### src/rtl/mips_ifetch_queue.sv
// Instruction prefetch queue: one outstanding memory read, DEPTH-entry {ir, npc} FIFO.
// Define MIPS_IFQ_HALT_DETECT_EN to stop fetching after a pushed HLT word (opcode 6'b111111).
module mips_ifetch_queue #(
  parameter int unsigned DEPTH  = 4,
  parameter int unsigned ADDR_W = 10
) (
  input  logic              clk,
  input  logic              rst_n,
  output logic              mem_req,
  output logic [ADDR_W-1:0] mem_addr,
  input  logic              mem_ack,
  input  logic [31:0]       mem_rdata,
  input  logic              redirect,
  input  logic [ADDR_W-1:0] redirect_pc,
  output logic              out_valid,
  output logic [31:0]       out_ir,
  output logic [31:0]       out_npc,
  input  logic              out_ready,
  output logic              halted
);

  localparam int unsigned PtrW = (DEPTH > 1) ? $clog2(DEPTH) : 1;
  localparam int unsigned CntW = PtrW + 1;
  localparam logic [CntW-1:0] DepthCnt = CntW'(DEPTH);

`ifdef MIPS_IFQ_HALT_DETECT_EN
  typedef enum logic [1:0] {StFetch, StWait, StDrain, StHalt} state_e;
`else
  typedef enum logic [1:0] {StFetch, StWait, StDrain} state_e;
`endif

  state_e            state_q;
  logic [ADDR_W-1:0] pc_q;
  logic              mem_req_q;
  logic [ADDR_W-1:0] mem_addr_q;
  logic [CntW-1:0]   count_q;
  logic [PtrW-1:0]   rd_ptr_q;
  logic [PtrW-1:0]   wr_ptr_q;
  logic [31:0]       ir_mem  [DEPTH];
  logic [ADDR_W-1:0] npc_mem [DEPTH];

  logic              pop;
  logic              ack_push;
  logic [ADDR_W-1:0] pc_inc;
  logic [CntW-1:0]   count_after;

  assign out_valid   = (count_q != '0);
  assign pop         = out_valid && out_ready && !redirect;
  // Data returned for a flushed request (DRAIN, or ack coincident with redirect) is dropped.
  assign ack_push    = (state_q == StWait) && mem_ack && !redirect;
  assign pc_inc      = pc_q + ADDR_W'(1);
  assign count_after = count_q + CntW'(ack_push) - CntW'(pop);

  assign mem_req  = mem_req_q;
  assign mem_addr = mem_addr_q;
  assign out_ir   = out_valid ? ir_mem[rd_ptr_q] : '0;
  assign out_npc  = out_valid ? 32'(npc_mem[rd_ptr_q]) : '0;

`ifdef MIPS_IFQ_HALT_DETECT_EN
  logic halted_q;
  logic is_hlt;
  assign is_hlt = (mem_rdata[31:26] == 6'b111111);
  assign halted = halted_q;
`else
  assign halted = 1'b0;
`endif

  always_ff @(posedge clk or negedge rst_n) begin
    if (!rst_n) begin
      state_q    <= StFetch;
      pc_q       <= '0;
      mem_req_q  <= 1'b0;
      mem_addr_q <= '0;
`ifdef MIPS_IFQ_HALT_DETECT_EN
      halted_q   <= 1'b0;
`endif
    end else begin
      unique case (state_q)
        StFetch: begin
          if (redirect) begin
            pc_q <= redirect_pc;
          end else if (count_q < DepthCnt) begin
            mem_req_q  <= 1'b1;
            mem_addr_q <= pc_q;
            state_q    <= StWait;
          end
        end
        StWait: begin
          if (redirect) begin
            pc_q <= redirect_pc;
            if (mem_ack) begin
              mem_req_q <= 1'b0;
              state_q   <= StFetch;
            end else begin
              state_q <= StDrain;
            end
          end else if (mem_ack) begin
            pc_q <= pc_inc;
`ifdef MIPS_IFQ_HALT_DETECT_EN
            if (is_hlt) begin
              mem_req_q <= 1'b0;
              halted_q  <= 1'b1;
              state_q   <= StHalt;
            end else
`endif
            if (count_after < DepthCnt) begin
              // Back-to-back request: stay in WAIT with the next address.
              mem_req_q  <= 1'b1;
              mem_addr_q <= pc_inc;
            end else begin
              mem_req_q <= 1'b0;
              state_q   <= StFetch;
            end
          end
        end
        StDrain: begin
          if (redirect) begin
            pc_q <= redirect_pc;
          end
          if (mem_ack) begin
            mem_req_q <= 1'b0;
            state_q   <= StFetch;
          end
        end
`ifdef MIPS_IFQ_HALT_DETECT_EN
        StHalt: begin
          if (redirect) begin
            pc_q     <= redirect_pc;
            halted_q <= 1'b0;
            state_q  <= StFetch;
          end
        end
`endif
        default: begin
          mem_req_q <= 1'b0;
          state_q   <= StFetch;
        end
      endcase
    end
  end

  always_ff @(posedge clk or negedge rst_n) begin
    if (!rst_n) begin
      count_q  <= '0;
      rd_ptr_q <= '0;
      wr_ptr_q <= '0;
    end else if (redirect) begin
      count_q  <= '0;
      rd_ptr_q <= '0;
      wr_ptr_q <= '0;
    end else begin
      if (ack_push) begin
        wr_ptr_q <= wr_ptr_q + PtrW'(1);
      end
      if (pop) begin
        rd_ptr_q <= rd_ptr_q + PtrW'(1);
      end
      count_q <= count_after;
    end
  end

  always_ff @(posedge clk) begin
    if (ack_push) begin
      ir_mem[wr_ptr_q]  <= mem_rdata;
      npc_mem[wr_ptr_q] <= pc_inc;
    end
  end

endmodule

### config.mk
export PLATFORM = sky130hd
export DESIGN_NAME = mips_ifetch_queue
export DESIGN_NICKNAME = d
export VERILOG_FILES = /design/src/rtl/mips_ifetch_queue.sv
export SDC_FILE = /design/constraint.sdc
export NUM_CORES = 1
export LEC_CHECK = 0
export ABC_AREA = 0
export CAP_MARGIN = 5
export CORE_AREA = 3 3 134 136
export CTS_CLUSTER_DIAMETER = 100
export DETAILED_ROUTE_END_ITERATION = 10
export DIE_AREA = 0 0 137 139
export GPL_ROUTABILITY_DRIVEN = 0
export PLACE_DENSITY = 0.71
export SLEW_MARGIN = 10
export SYNTH_ARGS = -nofsm -noshare
export SYNTH_HDL_FRONTEND = slang
export SYNTH_SLANG_ARGS = --single-unit
### constraint.sdc
create_clock -name clk -period 5.35 [get_ports clk]
set_clock_uncertainty 0.2 [all_clocks]
set_input_delay 0.8025 -clock clk [delete_from_list [all_inputs] [get_ports clk]]
set_output_delay 0.8025 -clock clk [all_outputs]
set_load 0.01 [all_outputs]
== After elaboration in Yosys (flattened, before gate mapping) ==
Memories as Yosys holds them, arrays and structs flattened.
Index checks and enable logic that the tools add are counted.

* $add $sub $neg: 5
* $lt $le $gt $ge: 2
* Equal/unequal tests: 11
* Mux-type cells: 34
* Reductions and logical operators: 16

{| class="wikitable"
|+ Operators by type and width
! operator !! count
|-
| $mux W10 || 9
|-
| $pmux W10 S2 || 2
|-
| $mux W32 || 1
|-
| $mux W2 || 11
|-
| $add A10 B1 Y10 const B || 1
|-
| $ne A2 B2 Y1 const B || 5
|-
| $mux W1 || 8
|-
| $reduce_bool A2 Y1 || 4
|-
| $lt A3 B3 Y1 const B || 2
|-
| $ne A3 B3 Y1 const B || 2
|-
| $pmux W2 S3 || 1
|-
| $reduce_and A3 Y1 || 2
|-
| $reduce_and A6 Y1 || 1
|-
| $reduce_and A5 Y1 || 1
|-
| $add A2 B1 Y2 const B || 2
|-
| $logic_and A1 B1 Y1 || 4
|-
| $ne A2 B1 Y1 const B || 2
|-
| $add A3 B1 Y3 || 1
|-
| $mux W3 || 1
|-
| $pmux W1 S3 || 1
|-
| $reduce_bool A3 Y1 || 1
|-
| $sub A3 B1 Y3 || 1
|-
| $eq A2 B1 Y1 const B || 1
|-
| $eq A2 B2 Y1 const B || 1
|-
| 3 further kinds || 3
|}

* Flip-flop bits (word level): 30
* Memory bits (writable): 168
* Input bits: 47
* Logic and storage cells: 77
* Memories: 2

{| class="wikitable"
|+ Memories
! name !! depth !! bits a word !! rd ports !! clocked after Yosys merged registers in !! wr ports !! RTL line !! source
|-
| ir_mem || 4 || 32 || 1 || 0 || 1 || 39 || <nowiki>logic [31:0] ir_mem [DEPTH];</nowiki>
|-
| npc_mem || 4 || 10 || 1 || 0 || 1 || 40 || <nowiki>logic [ADDR_W-1:0] npc_mem [DEPTH];</nowiki>
|}

== Longest topological paths before layout ==
Gate-level depths: netlist (run 1).

* Depth in word-level cells: 10
* Depth in mapped cells: 15
* Mapped depth without buffers: 13

== Worst setup path after synthesis (run 1) ==
Ideal clock, no wire load.

* Path kind: input -> register
* From: input redirect
* To: register mem_addr_q[0] (netlist: mem_addr[0])
* Setup time: 125 ps
* Arrival: 3598 ps
* Data required time: 5025 ps
* Path slack: 1427 ps
* Cell stages on the path: 12
* Path through: clkbuf_1 > clkbuf_1 > nor2_1 > ha_1 > inv_1 > ha_1 > inv_1 > fa_1 > xnor2_1 > a31oi_1 > a211oi_4 > mux2_2

* Word-level cells in the longest chain between the ends: 7
* Elaborated cells on any way between the ends: 10
* Classes of those cells: add/sub (2); order compare (1); eq/ne (3); reduce/logical (4)

{| class="wikitable"
|+ Ends and longest elaborated chain
! element !! RTL line !! source
|-
| from (decl) || 13 || <nowiki>input logic redirect,</nowiki>
|-
| $logic_not A1 Y1 || 48, 50 ||
|-
| $logic_and A1 B1 Y1 || 50 || <nowiki>assign ack_push = (state_q == StWait) && mem_ack && !redirect;</nowiki>
|-
| $add A3 B1 Y3 || 52 || <nowiki>assign count_after = count_q + CntW'(ack_push) - CntW'(pop);</nowiki>
|-
| $sub A3 B1 Y3 || 52 ||
|-
| $lt A3 B3 Y1 || 106 || <nowiki>if (count_after < DepthCnt) begin</nowiki>
|-
| $ne A2 B1 Y1 (no source line) || - ||
|-
| $reduce_and A6 Y1 (no source line) (*) || - ||
|-
| to (signal assigned) || 84 || <nowiki>mem_addr_q <= pc_q;</nowiki>
|-
| to (signal assigned) || 109 || <nowiki>mem_addr_q <= pc_inc;</nowiki>
|-
| to (decl) || 35 || <nowiki>logic [ADDR_W-1:0] mem_addr_q;</nowiki>
|}

Every way passes the cells marked *; elsewhere a longest branch is shown, timed or not.
A chain may end at the register's enable or synchronous reset.

== Final worst setup path (run 1) ==
* From: input mem_ack
* To: register mem_addr_q[9] (netlist: mem_addr[9])

* Word-level cells in the longest chain between the ends: 7
* Elaborated cells on any way between the ends: 8
* Classes of those cells: add/sub (2); order compare (1); eq/ne (2); reduce/logical (3)

{| class="wikitable"
|+ Ends and longest elaborated chain
! element !! RTL line !! source
|-
| from (decl) || 11 || <nowiki>input logic mem_ack,</nowiki>
|-
| $logic_and A1 B1 Y1 (2 in series) || 50 ||
|-
| $add A3 B1 Y3 || 52 ||
|-
| $sub A3 B1 Y3 || 52 ||
|-
| $lt A3 B3 Y1 || 106 ||
|-
| $ne A2 B1 Y1 (no source line) || - ||
|-
| $reduce_and A6 Y1 (no source line) (*) || - ||
|}

Marked as above.

==> impl_metrics.xml, run 1 <==
<?xml version="1.0" encoding="UTF-8"?>
<metrics>
  <group name="synthesis">
    <metric name="ys_seq_elements" unit="">198</metric>
    <metric name="post_synth_inst_count" unit="">498</metric>
    <metric name="syn-cell-area" unit="µm²">8370</metric>
    <metric name="ys.warnings.count" unit="">0</metric>
    <metric name="ys_async_sr_fraction" unit="%">15.2</metric>
    <metric name="yosys_most_used_dff" unit="">edfxtp_1</metric>
    <metric name="synth.lib_cells_used.distinct" unit="">39</metric>
    <metric name="number_of_synthesized_flops_with_an_enable_pin" unit="">168</metric>
    <metric name="post_synth.cell_area_avg" unit="µm²">16.8</metric>
    <metric name="yosysSeqAreaShare" unit="%">69.2</metric>
  </group>
  <group name="worst_setup_path">
    <metric name="crit_required" unit="ns">5.45</metric>
    <metric name="worst_path_max_delay_cell" unit="">clkdlybuf4s50_1</metric>
    <metric name="timing.critical_path.mode_cell" unit="">inv_1</metric>
    <metric name="critical_path.top_delay_family" unit="">buffers and inverters</metric>
    <metric name="arrival_time_of_data_at_the_critical_path_endpoint" unit="ns">4.32</metric>
    <metric name="worst_r2r_startpoint" unit="">count_q[2]</metric>
    <metric name="r2r-end" unit="">mem_addr[9]</metric>
    <metric name="critPathLaunch" unit="">mem_ack</metric>
    <metric name="ff2ff_path_depth" unit="">13</metric>
    <metric name="path_max_fanout" unit="">12</metric>
    <metric name="setup.reg_to_reg.worst_slack" unit="ns">1.29</metric>
    <metric name="timing.critical_path.cells" unit="">clkdlybuf4s50_1 -&gt; nand2_1 -&gt; nor2_1 -&gt; inv_1 -&gt; ha_1 -&gt; inv_1 -&gt; ha_1 -&gt; inv_1 -&gt; fa_1 -&gt; xnor2_1 -&gt; a31oi_1 -&gt; a211oi_4 -&gt; mux2_2</metric>
    <metric name="end_kind" unit="">flip-flop</metric>
    <metric name="critPathLaunchType" unit="">primary input</metric>
    <metric name="worst-setup-path-type" unit="">in -&gt; reg</metric>
    <metric name="critical_path.max_stage_delay" unit="ns">0.69</metric>
    <metric name="critPathBufInv" unit="">4</metric>
  </group>
  <group name="power">
    <metric name="power.leakage" unit="nW">3.38</metric>
    <metric name="powerDensity" unit="nW/µm²">457</metric>
    <metric name="max_ir_drop_vdd" unit="mV">0.246</metric>
  </group>
  <group name="floorplan">
    <metric name="fp.coreArea" unit="µm²">17100</metric>
    <metric name="die_width" unit="µm">137</metric>
    <metric name="placementRows" unit="">48</metric>
    <metric name="design.portCount" unit="">124</metric>
    <metric name="initial_core_util" unit="%">49.1</metric>
    <metric name="fp.dieH" unit="µm">139</metric>
    <metric name="dieArea" unit="µm²">19000</metric>
  </group>
  <group name="grt">
    <metric name="grt_antenna_before_repair" unit="">0</metric>
    <metric name="grt_first_pass_wirelength" unit="µm">24900</metric>
    <metric name="track_usage" unit="%">17.1</metric>
    <metric name="grt_max_degree" unit="">46</metric>
    <metric name="grt_pass1_vias" unit="">4610</metric>
    <metric name="grt_remaining_overflow" unit="">0</metric>
  </group>
  <group name="min_path">
    <metric name="hold_path_end" unit="">mem_addr[3]</metric>
    <metric name="min-delay-start" unit="">mem_addr[3]</metric>
    <metric name="hold_path_depth" unit="">1</metric>
    <metric name="timing.hold.worst.class" unit="">reg -&gt; reg</metric>
  </group>
  <group name="cells_and_area">
    <metric name="layout_common_cells" unit="">edfxtp_1 (168), clkdlybuf4s50_1 (100), and2_1 (43)</metric>
    <metric name="post-route-util" unit="%">59.1</metric>
    <metric name="synthToLayoutAreaGrowth" unit="%">20.3</metric>
    <metric name="antenna-diode-count" unit="">0</metric>
    <metric name="fillerInstances" unit="">1312</metric>
    <metric name="most_common_cell_after_layout_fill_and_taps_aside" unit="">edfxtp_1</metric>
    <metric name="design.final.nets" unit="">652</metric>
    <metric name="post_route_cells_drive_above_1_share" unit="%">15.5</metric>
  </group>
  <group name="clock_network">
    <metric name="cts_max_path_buffers" unit="">2</metric>
    <metric name="postCtsSetupRepairBufs" unit="">0</metric>
    <metric name="h_tree_depth" unit="">4</metric>
    <metric name="cts.clk_slew.worst_paths" unit="ns">0.07</metric>
    <metric name="clk-insertion-delay-late" unit="ns">0.42</metric>
    <metric name="cts_tree" unit="">done</metric>
    <metric name="postCtsResizedCells" unit="">0</metric>
    <metric name="cts_inserted_buffers" unit="">17</metric>
    <metric name="cts-hold-fix-buffers" unit="">0</metric>
    <metric name="clock_sink_count" unit="">198</metric>
    <metric name="clock-root-buffer" unit="">clkbuf_16</metric>
  </group>
  <group name="placed_design">
    <metric name="port_buffers" unit="">100</metric>
    <metric name="detailed_place_hpwl" unit="µm">9770</metric>
    <metric name="pre_cts_slack" unit="ns">0.694</metric>
  </group>
  <group name="detailed_routing">
    <metric name="final_routed_wire_length_divided_by_cell_count" unit="µm">18.6</metric>
    <metric name="first_pass_iters" unit="">4</metric>
    <metric name="maxUsedRoutingLayer" unit="">met4</metric>
    <metric name="met2_wire_length" unit="µm">7740</metric>
    <metric name="drc" unit="">0</metric>
    <metric name="first_iter_violations" unit="">331</metric>
    <metric name="routed_via_density" unit="">5.30</metric>
    <metric name="met3_wirelength" unit="µm">925</metric>
    <metric name="postRouteWirelength" unit="µm">15500</metric>
    <metric name="detailroute.via_count" unit="">4419</metric>
    <metric name="met1_length" unit="µm">6730</metric>
    <metric name="detail-route-antenna-nets" unit="">0</metric>
  </group>
  <group name="sta">
    <metric name="fin_crit_sh" unit="%">78.9</metric>
    <metric name="timing_max_transition_violations_final" unit="">0</metric>
    <metric name="max_freq" unit="MHz">237</metric>
    <metric name="timing_worst_slew_pin_value" unit="ns">1.02</metric>
    <metric name="fin_hold_ws" unit="ns">0.316</metric>
    <metric name="setup_viol" unit="">0</metric>
    <metric name="post-route-min-period" unit="ns">4.22</metric>
    <metric name="timing.final.hold_violations" unit="">0</metric>
    <metric name="rsz_0062_raised_after_global_routing" unit="">false</metric>
    <metric name="max_slew_headroom_at_the_worst_pin" unit="%">31.7</metric>
    <metric name="fin_setup_tns" unit="ns">0</metric>
    <metric name="final_critical_path_setup_slack" unit="ns">1.13</metric>
  </group>
  <group name="flow_run">
    <metric name="max_cap_viols" unit="">0</metric>
  </group>
  <group name="status">
    <metric name="run_status" unit="">completed</metric>
  </group>
</metrics>
synth_stat cells (all sizes together) (8+ instances only):
master	number	area share [%]
dfrtp	30	9.0
and2	47	3.5
edfxtp	168	60
clkbuf	23	1.0
xnor2	12	1.3
buf	30	2.5
mux4	42	11
xor2	11	1.2
o21ai	8	0.48
a21oi	14	0.84
mux2	10	1.3
nand2	21	0.94
nor2	18	0.81
state kept, by name, indices dropped and copies added, names as in the netlist:
name	flops
ir_mem	128
npc_mem	40
mem_addr	10
pc_q	10
count_q	3
rd_ptr_q	2
state_q	2
wr_ptr_q	2
mem_req	1
routing by layer:
metal  up-vias  track usage [%]
li1       2030                -
met1      2235             23.8
met2       148             26.9
met3         6             4.03
met4         0             5.46
met5         -                0
area by class of cell:
class | instances | area (µm²) | area share [%]
Multi-Input combinational cell | 262 | 2340 | 23.2
Inverter | 7 | 26.3 | 0.261
Clock buffer | 23 | 448 | 4.45
Tap cell | 225 | 282 | 2.80
Timing Repair Buffer | 111 | 1100 | 10.9
Clock inverter | 7 | 81.3 | 0.807
Sequential cell | 198 | 5800 | 57.6
how the worst max path moves through the flow:
stage | end | slack, ns | cells after the start
2_1_floorplan | mem_addr[0] | 1.43 | 12
5_1_grt | mem_addr[9] | 0.85 | 13
4_1_cts | mem_addr[9] | 1.14 | 13
3_3_place_gp | mem_addr[8] | 0.83 | 13
6_report | mem_addr[9] | 1.13 | 13
3_5_place_dp | mem_addr[6] | 0.69 | 13
report_power, final:
part / internal (mW) / switching (mW)
Sequential: 1.86 / 0.149
Clock: 0.677 / 0.488
Combinational: 0.788 / 0.644
cell families (layout without fill, tap and decap cells):
group	count (synthesis)	after routing	synth area share (%)
flip-flops	198	198	69.2
AND/OR/NAND/NOR	115	115	7.37
buffers and inverters	60	148	3.83
multiplexers	52	52	12.6
AO/OA/AOI/OAI	41	41	3.17
XOR/XNOR	23	23	2.41
adder cells (fa/ha/maj)	8	8	1.29
other	1	23	0.0448
metrics by stage:
step,power [mW],std cells,cell area (µm²)
after floorplan,2.86,520,8450
after global placement,3.46,803,9540
after detailed placement,3.48,803,9540
after CTS,4.65,833,10100
after global routing,4.84,833,10100
final,4.60,833,10100
Note: power is estimated with default switching activity, not from simulation.
==> run 2, diff against run 1 <==
--- a/config.mk
+++ b/config.mk
@@ -7,12 +7,12 @@
 export LEC_CHECK = 0
 export ABC_AREA = 0
 export CAP_MARGIN = 5
-export CORE_AREA = 3 3 134 136
+export CORE_AREA = 3 3 135 137
 export CTS_CLUSTER_DIAMETER = 100
 export DETAILED_ROUTE_END_ITERATION = 10
-export DIE_AREA = 0 0 137 139
+export DIE_AREA = 0 0 138 140
 export GPL_ROUTABILITY_DRIVEN = 0
-export PLACE_DENSITY = 0.71
+export PLACE_DENSITY = 0.73
 export SLEW_MARGIN = 10
 export SYNTH_ARGS = -nofsm -noshare
 export SYNTH_HDL_FRONTEND = slang
==> constraint.sdc (replaced) <==
create_clock -name clk -period 3.4 [get_ports clk]
set_clock_uncertainty 0.2 [all_clocks]
set_input_delay 0.51 -clock clk [delete_from_list [all_inputs] [get_ports clk]]
set_output_delay 0.51 -clock clk [all_outputs]
set_load 0.01 [all_outputs]
==> run 2 against run 1 <==
Net effect:
- sequential share of layout area down 1.8 points
- largest cell class unchanged
- count of clock-buffer cells in the layout down 6
- critical path depth unchanged
- worst setup slack worse by 1.0 ns
- via count up 2.9%
- register-to-register slack worse by 1.2 ns
- first-iteration DRC count down 17%
- non-clock buffer count up 18
- flip-flop and latch count unchanged
- largest power group unchanged
==> impl_metrics.xml, run 2 (synthesis results as in run 1) <==
<?xml version="1.0" encoding="UTF-8"?>
<metrics>
  <group name="status">
    <metric name="run_status" unit="">completed</metric>
  </group>
  <group name="grt">
    <metric name="grt_max_degree" unit="">45</metric>
    <metric name="grt_antenna_before_repair" unit="">0</metric>
    <metric name="grt_remaining_overflow" unit="">0</metric>
    <metric name="grt_first_pass_wirelength" unit="µm">26700</metric>
    <metric name="track_usage" unit="%">17.6</metric>
    <metric name="grt_pass1_vias" unit="">4843</metric>
  </group>
  <group name="sta">
    <metric name="fin_crit_sh" unit="%">97.2</metric>
    <metric name="rsz_0062_raised_after_global_routing" unit="">true</metric>
    <metric name="timing_worst_slew_pin_value" unit="ns">0.535</metric>
    <metric name="timing_max_transition_violations_final" unit="">0</metric>
    <metric name="final_critical_path_setup_slack" unit="ns">0.0943</metric>
    <metric name="fin_setup_tns" unit="ns">0</metric>
    <metric name="post-route-min-period" unit="ns">3.31</metric>
    <metric name="max_slew_headroom_at_the_worst_pin" unit="%">64.3</metric>
    <metric name="timing.final.hold_violations" unit="">0</metric>
    <metric name="max_freq" unit="MHz">303</metric>
    <metric name="setup_viol" unit="">0</metric>
  </group>
  <group name="clock_network">
    <metric name="cts.clk_slew.worst_paths" unit="ns">0.07</metric>
    <metric name="cts_tree" unit="">done</metric>
    <metric name="clk-insertion-delay-late" unit="ns">0.43</metric>
    <metric name="h_tree_depth" unit="">4</metric>
    <metric name="cts_inserted_buffers" unit="">17</metric>
    <metric name="cts-hold-fix-buffers" unit="">0</metric>
    <metric name="clock-root-buffer" unit="">clkbuf_16</metric>
    <metric name="cts_max_path_buffers" unit="">2</metric>
    <metric name="clock_sink_count" unit="">198</metric>
  </group>
  <group name="floorplan">
    <metric name="initial_core_util" unit="%">48.7</metric>
    <metric name="design.portCount" unit="">124</metric>
    <metric name="fp.dieH" unit="µm">140</metric>
    <metric name="dieArea" unit="µm²">19300</metric>
    <metric name="placementRows" unit="">48</metric>
    <metric name="die_width" unit="µm">138</metric>
    <metric name="fp.coreArea" unit="µm²">17200</metric>
  </group>
  <group name="worst_setup_path">
    <metric name="worst_path_max_delay_cell" unit="">or3_4</metric>
    <metric name="crit_required" unit="ns">3.52</metric>
    <metric name="end_kind" unit="">flip-flop</metric>
    <metric name="timing.critical_path.cells" unit="">or3_4 -&gt; nand2_4 -&gt; nor2_1 -&gt; ha_1 -&gt; inv_1 -&gt; ha_1 -&gt; inv_1 -&gt; fa_2 -&gt; xor2_2 -&gt; nand4_1 -&gt; a211oi_4 -&gt; buf_12 -&gt; mux2_4</metric>
    <metric name="path_max_fanout" unit="">10</metric>
    <metric name="arrival_time_of_data_at_the_critical_path_endpoint" unit="ns">3.43</metric>
    <metric name="critical_path.max_stage_delay" unit="ns">0.41</metric>
    <metric name="worst-setup-path-type" unit="">reg -&gt; reg</metric>
    <metric name="critPathLaunchType" unit="">flip-flop</metric>
  </group>
  <group name="detailed_routing">
    <metric name="detailroute.via_count" unit="">4549</metric>
    <metric name="first_iter_violations" unit="">276</metric>
    <metric name="postRouteWirelength" unit="µm">16400</metric>
    <metric name="drc" unit="">0</metric>
    <metric name="first_pass_iters" unit="">4</metric>
    <metric name="final_routed_wire_length_divided_by_cell_count" unit="µm">19.2</metric>
    <metric name="detail-route-antenna-nets" unit="">0</metric>
    <metric name="routed_via_density" unit="">5.33</metric>
  </group>
  <group name="power">
    <metric name="max_ir_drop_vdd" unit="mV">0.432</metric>
    <metric name="power.leakage" unit="nW">3.56</metric>
    <metric name="powerDensity" unit="nW/µm²">723</metric>
  </group>
  <group name="placed_design">
    <metric name="port_buffers" unit="">100</metric>
    <metric name="detailed_place_hpwl" unit="µm">10600</metric>
    <metric name="pre_cts_slack" unit="ns">-0.336</metric>
  </group>
  <group name="cells_and_area">
    <metric name="largestRegisters" unit="">ir_mem x128, npc_mem x40</metric>
    <metric name="post-route-util" unit="%">60.6</metric>
    <metric name="design.final.nets" unit="">670</metric>
    <metric name="most_common_cell_after_layout_fill_and_taps_aside" unit="">edfxtp_1</metric>
    <metric name="max_ffs_per_register" unit="">128</metric>
    <metric name="layout_common_cells" unit="">edfxtp_1 (168), clkdlybuf4s50_1 (100), and2_1 (43)</metric>
    <metric name="post_route_cells_drive_above_1_share" unit="%">20.7</metric>
    <metric name="synthToLayoutAreaGrowth" unit="%">24.3</metric>
    <metric name="register_ranked_first_by_flip_flop_count" unit="">ir_mem</metric>
    <metric name="antenna-diode-count" unit="">0</metric>
  </group>
  <group name="flow_run">
    <metric name="max_cap_viols" unit="">0</metric>
  </group>
  <group name="min_path">
    <metric name="timing.hold.worst.class" unit="">in -&gt; async</metric>
  </group>
</metrics>
-- run 2: cell count changes in the layout (fill, tap and decap cells not counted), moves of 2 or more --
cell / previous run / this run
clkinvlp_4: 0 / 2
nand2_1: 21 / 19
clkinv_4: 0 / 4
buf_12: 1 / 7
inv_6: 0 / 5
mux2_2: 10 / 0
clkbuf_1: 6 / 0
buf_4: 10 / 22
mux2_4: 0 / 10
clkinv_1: 3 / 1
-- run 2: per-layer routing --
metal	global-route usage, %	vias up	wire length, µm
li1	-	2070	-
met3	3.48	9	776
met5	0	-	0
met4	5.36	0	104
met2	28.4	123	8370
met1	24.6	2347	7130
-- run 2: final timing paths --
| kind | to | cells past startpoint | start | slack (ns) |
|---|---|---|---|---|
| hold reg to reg | mem_addr[9] | 1 | mem_addr[9] | 0.32 |
| setup / recovery | mem_addr[3] | 13 | count_q[2] | 0.09 |
| max in group asynchronous | rd_ptr_q[1] | 2 | rst_n | 2.40 |
| min in group clk | mem_addr[9] | 1 | mem_addr[9] | 0.32 |
| setup reg to reg | mem_addr[3] | 13 | count_q[2] | 0.09 |
| hold / removal | mem_addr[5] | 2 | rst_n | 0.27 |
-- run 2: metrics by stage --
stage / area, µm² / cells / total power [mW] / hold slack (ns)
after CTS: 10400 / 851 / 7.59 / 0.280
after detailed placement: 9810 / 819 / 5.64 / 0.292
after global routing: 10400 / 853 / 7.89 / 0.319
after global placement: 9810 / 819 / 5.59 / 0.299
final: 10400 / 853 / 7.52 / 0.272
after floorplan: 8540 / 520 / 4.61 / 0.0144
-- run 2: repair_timing --
action                                 CTS  global route
gates resized for setup                  2             0
endpoints found under the hold margin    0             0
setup buffers                            0             2
setup endpoints to repair               10            10
-- run 2: power breakdown --
part           internal [mW]  switching [mW]  leakage, nW
sequential              2.92           0.168         1.87
clock                   1.03           0.897        0.275
combinational           1.37            1.13         1.42
-- run 2: final cells by class --
cell class | instances | area, µm²
multi-input combinational | 262 | 2420
fill | 1307 | 6770
sequential | 198 | 5800
timing repair buffer | 129 | 1310
clock buffer | 17 | 425
clock inverter | 15 | 144
tap | 225 | 282
inverter | 7 | 26.3
-- run 2: critical path: cells and delay by family (launching register included) --
family          cells  cell delay (ns)
compound gates      1             0.31
xor+xnor            1             0.18
fa+ha+maj           3             0.81
buf+inv             3             0.29
flops               1             0.39
mux                 1             0.31
simple gates        4             0.71
==> run 3, diff against run 2 <==
--- a/config.mk
+++ b/config.mk
@@ -13,7 +13,7 @@
 export DIE_AREA = 0 0 138 140
 export GPL_ROUTABILITY_DRIVEN = 0
 export PLACE_DENSITY = 0.73
-export SLEW_MARGIN = 10
+export SLEW_MARGIN = 5
 export SYNTH_ARGS = -nofsm -noshare
 export SYNTH_HDL_FRONTEND = slang
 export SYNTH_SLANG_ARGS = --single-unit
==> results of run 3 <==
Same layout as run 2: the final DEF is identical, and so are final timing and power.
